## src/rtl/voq_input_port.sv

```systemverilog
// Input port of the crossbar switch: per-destination VOQ occupancy counters,
// a registered request row for the scheduler, and a valid/ready cell dequeue.
module voq_input_port #(
    parameter int number_ports = 4,
    parameter int queue_depth  = 8,
    localparam int dest_width  = (number_ports > 1) ? $clog2(number_ports) : 1,
    localparam int count_width = $clog2(queue_depth + 1),
    localparam int total_width = $clog2(number_ports * queue_depth + 1)
) (
    input  logic                    clk,
    input  logic                    reset,
    input  logic                    in_valid,
    input  logic [dest_width-1:0]   in_dest,
    output logic                    in_ready,
    output logic [number_ports-1:0] request,
    input  logic                    grant_valid,
    input  logic [dest_width-1:0]   grant_dest,
    output logic                    deq_valid,
    output logic [dest_width-1:0]   deq_dest,
    input  logic                    deq_ready,
    output logic                    grant_error,
    output logic [total_width-1:0]  total_count
);

    typedef enum logic {IDLE, XFER} state_t;

    localparam logic [count_width-1:0] depth_max = count_width'(queue_depth);
    localparam logic [count_width-1:0] count_one = count_width'(1);

    state_t                  state, state_next;
    logic [count_width-1:0]  count      [number_ports];
    logic [count_width-1:0]  count_next [number_ports];
    logic [number_ports-1:0] nonempty_next;
    logic [number_ports-1:0] request_next;
    logic [total_width-1:0]  total_next;
    logic [dest_width-1:0]   deq_dest_next;
    logic                    grant_error_next;
    logic                    enq, handshake, grant_ok;

    // in_ready looks only at the pre-edge count, so a full VOQ gets no credit
    // from a dequeue happening in the same cycle.
    assign in_ready  = count[in_dest] < depth_max;
    assign enq       = in_valid & in_ready;
    assign handshake = (state == XFER) & deq_ready;
    assign grant_ok  = grant_valid & (state == IDLE) & (count[grant_dest] != '0);

    always_comb begin
        total_next = '0;
        for (int j = 0; j < number_ports; j++) begin
            count_next[j] = count[j];
            if (enq && in_dest == dest_width'(j))
                count_next[j] = count_next[j] + count_one;
            if (handshake && deq_dest == dest_width'(j))
                count_next[j] = count_next[j] - count_one;
            nonempty_next[j] = count_next[j] != '0;
            total_next       = total_next + total_width'(count_next[j]);
        end
    end

    always_ff @(posedge clk) begin
        if (reset)
            state <= IDLE;
        else
            state <= state_next;
    end

    always_comb begin
        state_next = state;
        case (state)
            IDLE:    if (grant_ok)  state_next = XFER;
            XFER:    if (deq_ready) state_next = IDLE;
            default: state_next = IDLE;
        endcase
    end

    // Request is held at zero while a cell is in flight and on the grant edge,
    // so the scheduler can never hold two matches for this port.
    always_comb begin
        deq_valid        = (state == XFER);
        request_next     = '0;
        if (state == IDLE && !grant_ok)
            request_next = nonempty_next;
        grant_error_next = grant_valid & ~grant_ok;
        deq_dest_next    = grant_ok ? grant_dest : deq_dest;
    end

    always_ff @(posedge clk) begin
        if (reset) begin
            for (int j = 0; j < number_ports; j++)
                count[j] <= '0;
            request     <= '0;
            deq_dest    <= '0;
            grant_error <= 1'b0;
            total_count <= '0;
        end else begin
            for (int j = 0; j < number_ports; j++)
                count[j] <= count_next[j];
            request     <= request_next;
            deq_dest    <= deq_dest_next;
            grant_error <= grant_error_next;
            total_count <= total_next;
        end
    end

endmodule

```

## config.mk

```make
export PLATFORM = sky130hd
export DESIGN_NAME = voq_input_port
export DESIGN_NICKNAME = d
export VERILOG_FILES = /design/src/rtl/voq_input_port.sv
export SDC_FILE = /design/constraint.sdc
export NUM_CORES = 1
export LEC_CHECK = 0
export ABC_AREA = 1
export CAP_MARGIN = 30
export CORE_UTILIZATION = 50
export CTS_CLUSTER_DIAMETER = 60
export DETAILED_ROUTE_END_ITERATION = 8
export PLACE_DENSITY = 0.72
export SYNTH_ARGS = -nofsm -noshare
export SYNTH_HDL_FRONTEND = slang
export SYNTH_SLANG_ARGS = --single-unit
```

## constraint.sdc

```tcl
create_clock -name clk -period 11.6 [get_ports clk]
set_clock_uncertainty 0.1 [all_clocks]
set_input_delay 3.48 -clock clk [delete_from_list [all_inputs] [get_ports clk]]
set_output_delay 3.48 -clock clk [all_outputs]
set_load 0.01 [all_outputs]
```

* After elaboration in Yosys (flattened, before gate mapping)
Memory sizes are Yosys's and may differ from the RTL's. Index checks and enable logic that the tools add are counted.
Word-level totals: register bits after elaboration 14, memory bits (writable) 16, input port bits 9, output and inout port bits 15, logic and storage cells 72, memories 1
Memories:
- count | words 4, bits a word 4, rd ports 6, clocked after Yosys merged registers in 0, wr ports 4, RTL line 31 | logic [count_width-1:0] count [number_ports];
Operators by class: $add $sub $neg 11, magnitude comparators 1, equality and inequality tests 6, mux-type cells 18, bitwise operators 12, reduce and logical (&&, ||, !) cells 18
Operators by type and width (number):
- 2-to-1 mux 4 bit | 12
- nonzero test 4 bit | 5
- adder 4 x 1 -> 4 bit, second input constant | 4
- subtractor 4 x 1 -> 4 bit, second input constant | 4
- logical AND 1 bit | 9
- == test 2 bit, second input constant | 4
- adder 5 x 4 -> 6 bit | 1
- adder 6 x 4 -> 6 bit | 1
- adder 4 x 4 -> 5 bit | 1
- bitwise AND 1 bit | 5
- 2-to-1 mux 1 bit | 5
- == test 2 x 1 -> 1 bit, second input constant | 2
- logical NOT 2 bit | 2
- less-than comparator 4 bit, second input constant | 1
- bitwise OR 1 bit | 4
- NOT 1 bit | 3
- case mux 1 bit (2 select lines) | 1
- OR reduction 2 bit | 1
- logical NOT 1 bit | 1

* Logic depth before layout (Yosys ltp)
An unclocked memory read counts as a cell.
depth in word-level cells 10, depth in mapped cells 26, depth with buffers taken out 24

* Worst setup path after synthesis
Ideal clock, no wire load.
path kind in2out, start in in_dest[0], end out in_ready, data arrival time 4.059 ns, required time 8.020 ns, path slack 3.961 ns, stages on the path 5, buffers on the path 2, path through buf_4 nand3_1 nand2_2 nor2_4 buf_8
On the way: cells in the longest elaborated chain, start to end 2
RTL lines:
- start, declared | RTL line 13 | input logic [dest_width-1:0] in_dest,
- memory (4 x 4 bit)
- less-than comparator 4 bit | RTL line 42 | assign in_ready = count[in_dest] < depth_max;
- end, declared | RTL line 14 | output logic in_ready,
No other way between the ends.

* Worst setup path after layout
Same ends and word-level chain as after synthesis.

==> results.md <==
- Synth Area per Inst: slightly below 7 µm²
- Placed instance area: 2440 µm²
- Layout cells sized above 1: a little under a tenth
- Gr ovfl total: 0
- Hpwl dp: roughly 3600 µm
- I/O pin count: 24
- Maximum VDD drop: between 0.06 and 0.07 mV
- Tot GR Track Use: 22.6%
- PwrDens: roughly 110 nW/µm²
- Final setup viols: 0
- Die width: between 60 and 70 µm
- Most frequent cells in the layout: nand2_1, inv_1, nor2_1
- Yosys reg bits: 30
- H-tree Lvls: 2
- Final WS setup: ~2.8 ns
- Total power: about 280 µW
- Fin crit share: between 70% and 80%
- Syn Inst Count: about 330
- Synthesis warning total: 0
- Final Hold Viols: 0
- Synth unique cells: 31
- Top_reg_cell synth: dfxtp_1
- # DRC: 0
- Crit path DAT: around 5.2 ns
- Setup TNS: 0 ns
- Post-layout nets: about 380
- DR WL/cell: 11.2 µm
- Final instance area: between 2000 and 3000 µm²
- Post-Syn Area: about 2200 µm²
- Leak: roughly 0.0014 µW
- CTS buffer count: 5
- RSZ-0062 raised after global routing: false
- Worst-margin pin slew: 0.923 ns
- Vias in the first global route: around 1800
- Die Area: about 4600 µm²
- Critical path class: primary input to primary output
- Largest net degree at the start of global routing: 25
- Max Cap Viol: 0
- Worst-path clk slew: 0.06 ns
- DR vias: 1939
- Max-slew violation count: 0
- Port bufs: 23
- Die height: between 60 and 70 µm
- Post-synth ARST share: 0%
- Clock Sink Count: 30
- Crit start category: primary input
- Fmax: 113 MHz
- 1st-iter DRT viols: around 70
- Hold Path Class: flip-flop to flip-flop
- DP Worst Slack: about 2.8 ns
- Syn Nets: 354
- # fillers: 399
- Postcts setup bufs: 0
- Critical Path RT: 8.02 ns
- Slew Limit Headroom: 38.3%
- Clock Latency Late Sink: about 0.27 ns
- Drt first pass iters: 4
- Sequential-to-total area share from yosys stat: 27.5%
- DRT Wirelength: roughly 4500 µm
- Commonest non-fill, non-tap cell in the layout: nand2_1
- Vias per inst: between 4 and 5
- Diode count: 0
- Row Count: 23
- Worst-path fanout max: 13
- Post_cts resized: 0
- Outcome: finished, final reports clean
- Final Critical Period: slightly below 9 ns
- Number of buffers inserted by hold repair at cts: 0
- Number of synthesized flops with an enable pin: 0
- CP endpoint kind: primary output
- Initial Utilization: 53.5%
- Hold_ws: roughly 0.41 ns
- CTS tree: done
- Initial antenna violation count: 0
- Post-route antenna net violation count: 0
- Root Buffer: clkbuf_8
- Routability-driven placement congestion ratio: around 0.86
- CTS Buffer Depth: 2
- Global-route wire length before repair: approximately 7700 µm
- Area delta synth->final: 15.3%
- Core area: slightly above 4000 µm²
-- worst max-delay path: stages --
cell             delay, ns
clkdlybuf4s50_1       0.62
inv_2                 0.07
nand3_1               0.09
nand2_2               0.07
nor2_4                0.31
clkdlybuf4s50_1       0.60
-- stage by stage --
stage | util (%) | instances
6_report | 61.7 | 400
5_1_grt | 61.7 | 400
4_1_cts | 61.7 | 400
3_5_place_dp | 59.8 | 393
3_3_place_gp | 59.8 | 393
2_1_floorplan | - | 325
-- area by class of cell --
class                   count  area [µm²]  share of cell area [%]
well taps                  50        62.6                    2.48
clock buffers               7        76.3                    3.03
multi-input cells         217        1280                    50.6
inverters                  73         274                    10.9
repair buffers             23         230                    9.14
flip-flops and latches     30         601                    23.8
-- layer usage --
metal | part of all wire [%] | track usage (%) | vias to the layer above
met3 | 3.2 | 3.17 | 7
met1 | 49 | 28.6 | 864
met4 | 2.1 | 10.2 | 0
met2 | 45 | 37.9 | 24
met5 | 0 | 0 | -
li1 | - | - | 1044
-- flip-flops by register name, summed over array words and instances, names as in the netlist --
| name | count |
|---|---|
| count | 16 |
| deq_dest | 2 |
| deq_valid | 1 |
| grant_error | 1 |
| request | 4 |
| total_count | 6 |
-- Yosys cell counts (2+ instances only) --
cell type | number | area, µm²
nor2_2 | 3 | 18.8
a21oi_1 | 13 | 65.1
xnor2_1 | 3 | 26.3
nand4_2 | 4 | 50.1
nand4_1 | 8 | 50.1
nor2_1 | 40 | 150
dfxtp_1 | 30 | 601
nor3_1 | 4 | 20.0
clkbuf_1 | 2 | 7.51
nand2_2 | 9 | 56.3
nand3_1 | 23 | 115
ha_1 | 12 | 150
fa_1 | 8 | 160
xor2_1 | 4 | 35.0
inv_2 | 7 | 26.3
o21ai_0 | 5 | 25.0
inv_1 | 66 | 248
nand2_1 | 71 | 267
-- logic make-up (layout without fill, tap and decap cells) --
family	count (synthesis)	in the layout	synth area share [%]
simple gates	166	166	35.3
fa+ha+maj	20	20	14.2
xor+xnor	7	7	2.80
compound gates	24	24	6.07
buf+inv	78	103	14.1
flops	30	30	27.5
-- power by group --
group	total [µW]	internal (µW)	switching, µW
logic	82.5	35.5	47.0
clock network	76.1	41.2	34.9
registers	118	113	5.18
total	276	189	87.1
-- path summary, 6_finish.rpt --
| kind | from | end | slack [ns] | cells after the start |
|---|---|---|---|---|
| worst max-delay path | in_dest[0] | in_ready | 2.78 | 6 |
| worst min-delay path | deq_valid$_SDFF_PP0_ | deq_valid$_SDFF_PP0_ | 0.41 | 2 |
| worst max register to register | count[1][3]$_SDFF_PP0_ | total_count[4]$_SDFF_PP0_ | 7.51 | 21 |
| worst min register to register | deq_valid$_SDFF_PP0_ | deq_valid$_SDFF_PP0_ | 0.41 | 2 |
Note: power is estimated with default switching activity, not from simulation.
==> variant 1 (config.mk and constraints unchanged) <==
The parameter `number_ports` goes from 4 to 8.
--- a/src/rtl/voq_input_port.sv
+++ b/src/rtl/voq_input_port.sv
@@ -1,7 +1,7 @@
 // Input port of the crossbar switch: per-destination VOQ occupancy counters,
 // a registered request row for the scheduler, and a valid/ready cell dequeue.
 module voq_input_port #(
-    parameter int number_ports = 4,
+    parameter int number_ports = 8,
     parameter int queue_depth  = 8,
     localparam int dest_width  = (number_ports > 1) ? $clog2(number_ports) : 1,
     localparam int count_width = $clog2(queue_depth + 1),
Ports: changed (5 resized); port bits go from 24 to 32. The function was not compared with the original's and may differ.
==> variant 1 against the unedited design <==
Synthesized area rose by 87%. Synthesized cell count rose by 87%. Cell count is 85% higher. First-iteration DRC count rose to 3.2 times the old value. Power increased by 65%. Setup slack got worse by 330 ps. Sequential cell count up 22. Global-route usage is 2.5 points higher. Non-clock buffer count up 9. Sequential share of layout area is 1.1 points lower. Wire length rose by 120%. Design area is 82% higher. Utilization is 3.0 points lower. Via count up 94%.
==> variant 1: results (changes against the unedited design) <==
- The register area share after synthesis is 25.5% (was 27.5%).
- The register-to-register path setup slack came to 6260 ps (was 7510 ps).
- The share of post-route cells with drive strength above 1 is 4.25% (was 9.43%).
- The post-synthesis cell count is 607 (was 325).
- The net count of the finished layout is 691 (was 379).
- The worst-case reg-to-reg path depth was 22 (was 21).
- The reg-to-reg startpoint was count[7][3]$_SDFF_PP0_ (was count[1][3]$_SDFF_PP0_).
- The worst slew margin relative to its limit was 44.8% (was 38.3%).
- The first-pass iteration count of the detailed router is 5 (was 4).
- The power consumed by combinational cells was 0.128 mW (was 0.0825 mW).
- Status: finished, final reports clean (unchanged).
- Cells taking the most area after synthesis: dfxtp_1 26%, nand2_1 13%, inv_1 12%, fa_1 11%, nor2_1 7.7% (was dfxtp_1 27%, nand2_1 12%, inv_1 11%, fa_1 7.3%, ha_1 6.9%).
- The worst hold endpoint is deq_dest[1]$_SDFFE_PP0P_ (was deq_valid$_SDFF_PP0_).
- The leakage power total is 2.49 nW (was 1.36 nW).
- The peak ir drop on the vdd network is 0.0611 mV (was 0.0603 mV).
- The start point of the worst hold path is deq_dest[1]$_SDFFE_PP0P_ (was deq_valid$_SDFF_PP0_).
- The final worst-path setup slack came to 2450 ps (was 2780 ps).
- The number of port buffers is 31 (was 23).
- The global-route total usage across every layer is 25.2% (was 22.6%).
- The first-pass GRT wire length is 16.7 mm (was 7.65 mm).
- The number of global-route vias before repair came to 3580 (was 1785).
- Commonest cells in the netlist: 143 x nand2_1, 128 x inv_1, 84 x nor2_1 (was 71 x nand2_1, 66 x inv_1, 40 x nor2_1).
- The number of DRC markers in iteration 0 is 230 (was 71).
- The clock latency on the worst-skew pair is 320 ps (was 270 ps).
- The vias after detailed routing is 3756 (was 1939).
- The power per unit of standard cell area is 99.8 nW/µm² (was 110 nW/µm²).
- The maximum number of pins on one net before global-route repair is 39 (was 25).
- The number of distinct standard cells referenced by the synthesized netlist is 36 (was 31).
- The delay of the slowest cell on the worst path is 710 ps (was 620 ps).
[variant 1: cell types whose count changed after synthesis, sizes merged, moves of 6 or more]
cell	before	now
a21oi	14	21
nand2	80	148
nand3	25	37
nand3b	0	7
fa	8	23
dfxtp	30	52
inv	73	129
nor2	44	86
ha	12	22
o21ai	6	20
nand4	12	20
xor2	4	10
[variant 1: worst reg2reg max path: stages, from the launching register on]
cell      delay (ps)
dfxtp_1          360
nand2_1           90
nand2_2           80
nand2_1           60
nand3_1           90
nand2_2          300
nand3_1          240
o21ai_1          320
ha_1             190
nand2_1           60
nand3b_1         180
nand2_1           90
inv_1             70
fa_1             510
fa_1             450
fa_1             560
inv_1             60
fa_1             530
inv_1             50
ha_1             210
fa_1             400
o21ai_0          180
a21oi_1           60
[variant 1: metal layers]
layer  up-vias  global-route usage [%]  share of wire [%]
li1       1923                       -                  -
met1      1713                    34.4                 46
met2       103                    41.2                 47
met3        17                    2.13                4.4
met4         0                    9.77                2.1
met5         -                       0                  0
[variant 1: cell families (layout without fill, tap and decap cells)]
group,count (synthesis),count (layout),share of synthesized area (%)
and+or+nand+nor,308,308,32.7
buffers and inverters,140,169,13.3
AOI/OAI and AO/OA,48,48,6.56
muxes,1,1,0.552
adders and majority gates,45,45,18.0
xor gates and xnor gates,13,13,3.31
DFF,52,52,25.5
[variant 1: final cells by class]
cell class / instances / area [µm²]
Multi-Input combinational cell: 415 / 2500
Timing Repair Buffer: 32 / 318
Fill cell: 724 / 3230
Sequential cell: 52 / 1040
Clock inverter: 3 / 46.3
Clock buffer: 5 / 68.8
Inverter: 129 / 484
Tap cell: 102 / 128
==> variant 2 (same settings) <==
Without the edit above. Make the reset (`reset`) asynchronous in 2 clocked blocks.
--- a/src/rtl/voq_input_port.sv
+++ b/src/rtl/voq_input_port.sv
@@ -57,7 +57,7 @@
         end
     end
 
-    always_ff @(posedge clk) begin
+    always_ff @(posedge clk or posedge reset) begin
         if (reset)
             state <= IDLE;
         else
@@ -84,7 +84,7 @@
         deq_dest_next    = grant_ok ? grant_dest : deq_dest;
     end
 
-    always_ff @(posedge clk) begin
+    always_ff @(posedge clk or posedge reset) begin
         if (reset) begin
             for (int j = 0; j < number_ports; j++)
                 count[j] <= '0;
Function: differs if reset is asserted again (counterexample within 4 cycles, from zero or initial values and one cycle with reset high); with reset held inactive, the same outputs for 4 cycles.
==> variant 2 against the unedited design <==
Setup slack better by 18 ps. Wire length down 2.1%. Fmax up 0.20%. Synthesized area up 3.3%. Via count down 7.2%. Sequential cell count unchanged. Worst hold slack better by 92 ps. Register-to-register slack better by 410 ps. Design area up 5.1%.
Power is left out: it rests on default switching activity, and per cell area and clock period it moved more than threefold.
==> variant 2: results (changes against the unedited design) <==
- Status: finished, final reports clean (unchanged).
- The global-route total usage across every layer was 21.3% (was 22.6%).
- The first-pass iteration count of the detailed router is 7 (was 4).
- The number of non-clock buffers is 24 (was 23).
- The maximum number of pins on one net before global-route repair is 19 (was 25).
- The number of DRC markers in iteration 0 is 87 (was 71).
- The number of non-clock inverters in the layout is 67 (was 73).
- The worst setup slack before clock tree synthesis is 2800 ps (was 2790 ps).
- The number of filler instances in the final layout is 371 (was 399).
- The detailed-route wire length per cell is 12.1 µm (was 11.2 µm).
- The area used by multi-input combinational logic is 1210 µm² (was 1280 µm²).
- The net count after synthesis is 311 (was 354).
- The count of clock-net buffers in the final layout came to 6 (was 7).
- The post-place instance area is 2540 µm² (was 2440 µm²).
- The sequential cell area in the final layout is 751 µm² (was 601 µm²).
- The delay of the slowest cell on the worst path is 720 ps (was 620 ps).
- The reg-to-reg startpoint is count[15]$_DFF_PP0_ (was count[1][3]$_SDFF_PP0_).
- The worst-case reg-to-reg path depth came to 16 (was 21).
- The multi-input gate count was 184 (was 217).
- The share of the final layout cell area in multi-input gates is 45.6% (was 50.6%).
- The data arrival time of the critical path came to 5220 ps (was 5240 ps).
- The start point of the worst hold path is deq_dest[0]$_DFFE_PP0P_ (was deq_valid$_SDFF_PP0_).
- The number of global-route vias before repair is 1800 (was 1785).
- The worst slew margin relative to its limit is 57.5% (was 38.3%).
- The post-synthesis async set-or-reset flop share is 100% (was 0%).
- The post-placement cell count was 357 (was 393).
- The post-synthesis to final-layout area growth came to 17.4% (was 15.3%).
- Commonest cells in the netlist: 64 x nand2_1, 62 x inv_1, 30 x dfrtp_1 (was 71 x nand2_1, 66 x inv_1, 40 x nor2_1).
- The clock network area share is 4.25% (was 3.03%).
==> variant 2: cell count changes in the layout (fill, tap and decap cells not counted), sizes merged, moves of 6 or more <==
| cell | delta |
|---|---|
| a21oi | -9 |
| dfrtp | +30 |
| dfxtp | -30 |
| inv | -6 |
| nor2 | -22 |
| o21ai | +6 |
==> variant 2: final timing paths <==
check,end,slack [ps]
worst max-delay path,in_ready,2800
worst min-delay path,deq_dest[0]$_DFFE_PP0P_,500
worst max register to register,total_count[5]$_DFF_PP0_,7920
worst min register to register,deq_dest[0]$_DFFE_PP0P_,500
max in group asynchronous,count[8]$_DFF_PP0_,7450
min in group asynchronous,total_count[3]$_DFF_PP0_,3460
==> variant 2: per-layer routing <==
layer / global-route usage, % / vias to the layer above / routed length [µm]
met5: 0 / - / 0
met4: 7.26 / 0 / 64
met3: 4.36 / 5 / 158
met2: 35.1 / 19 / 2110
met1: 27.8 / 847 / 2070
li1: - / 929 / -
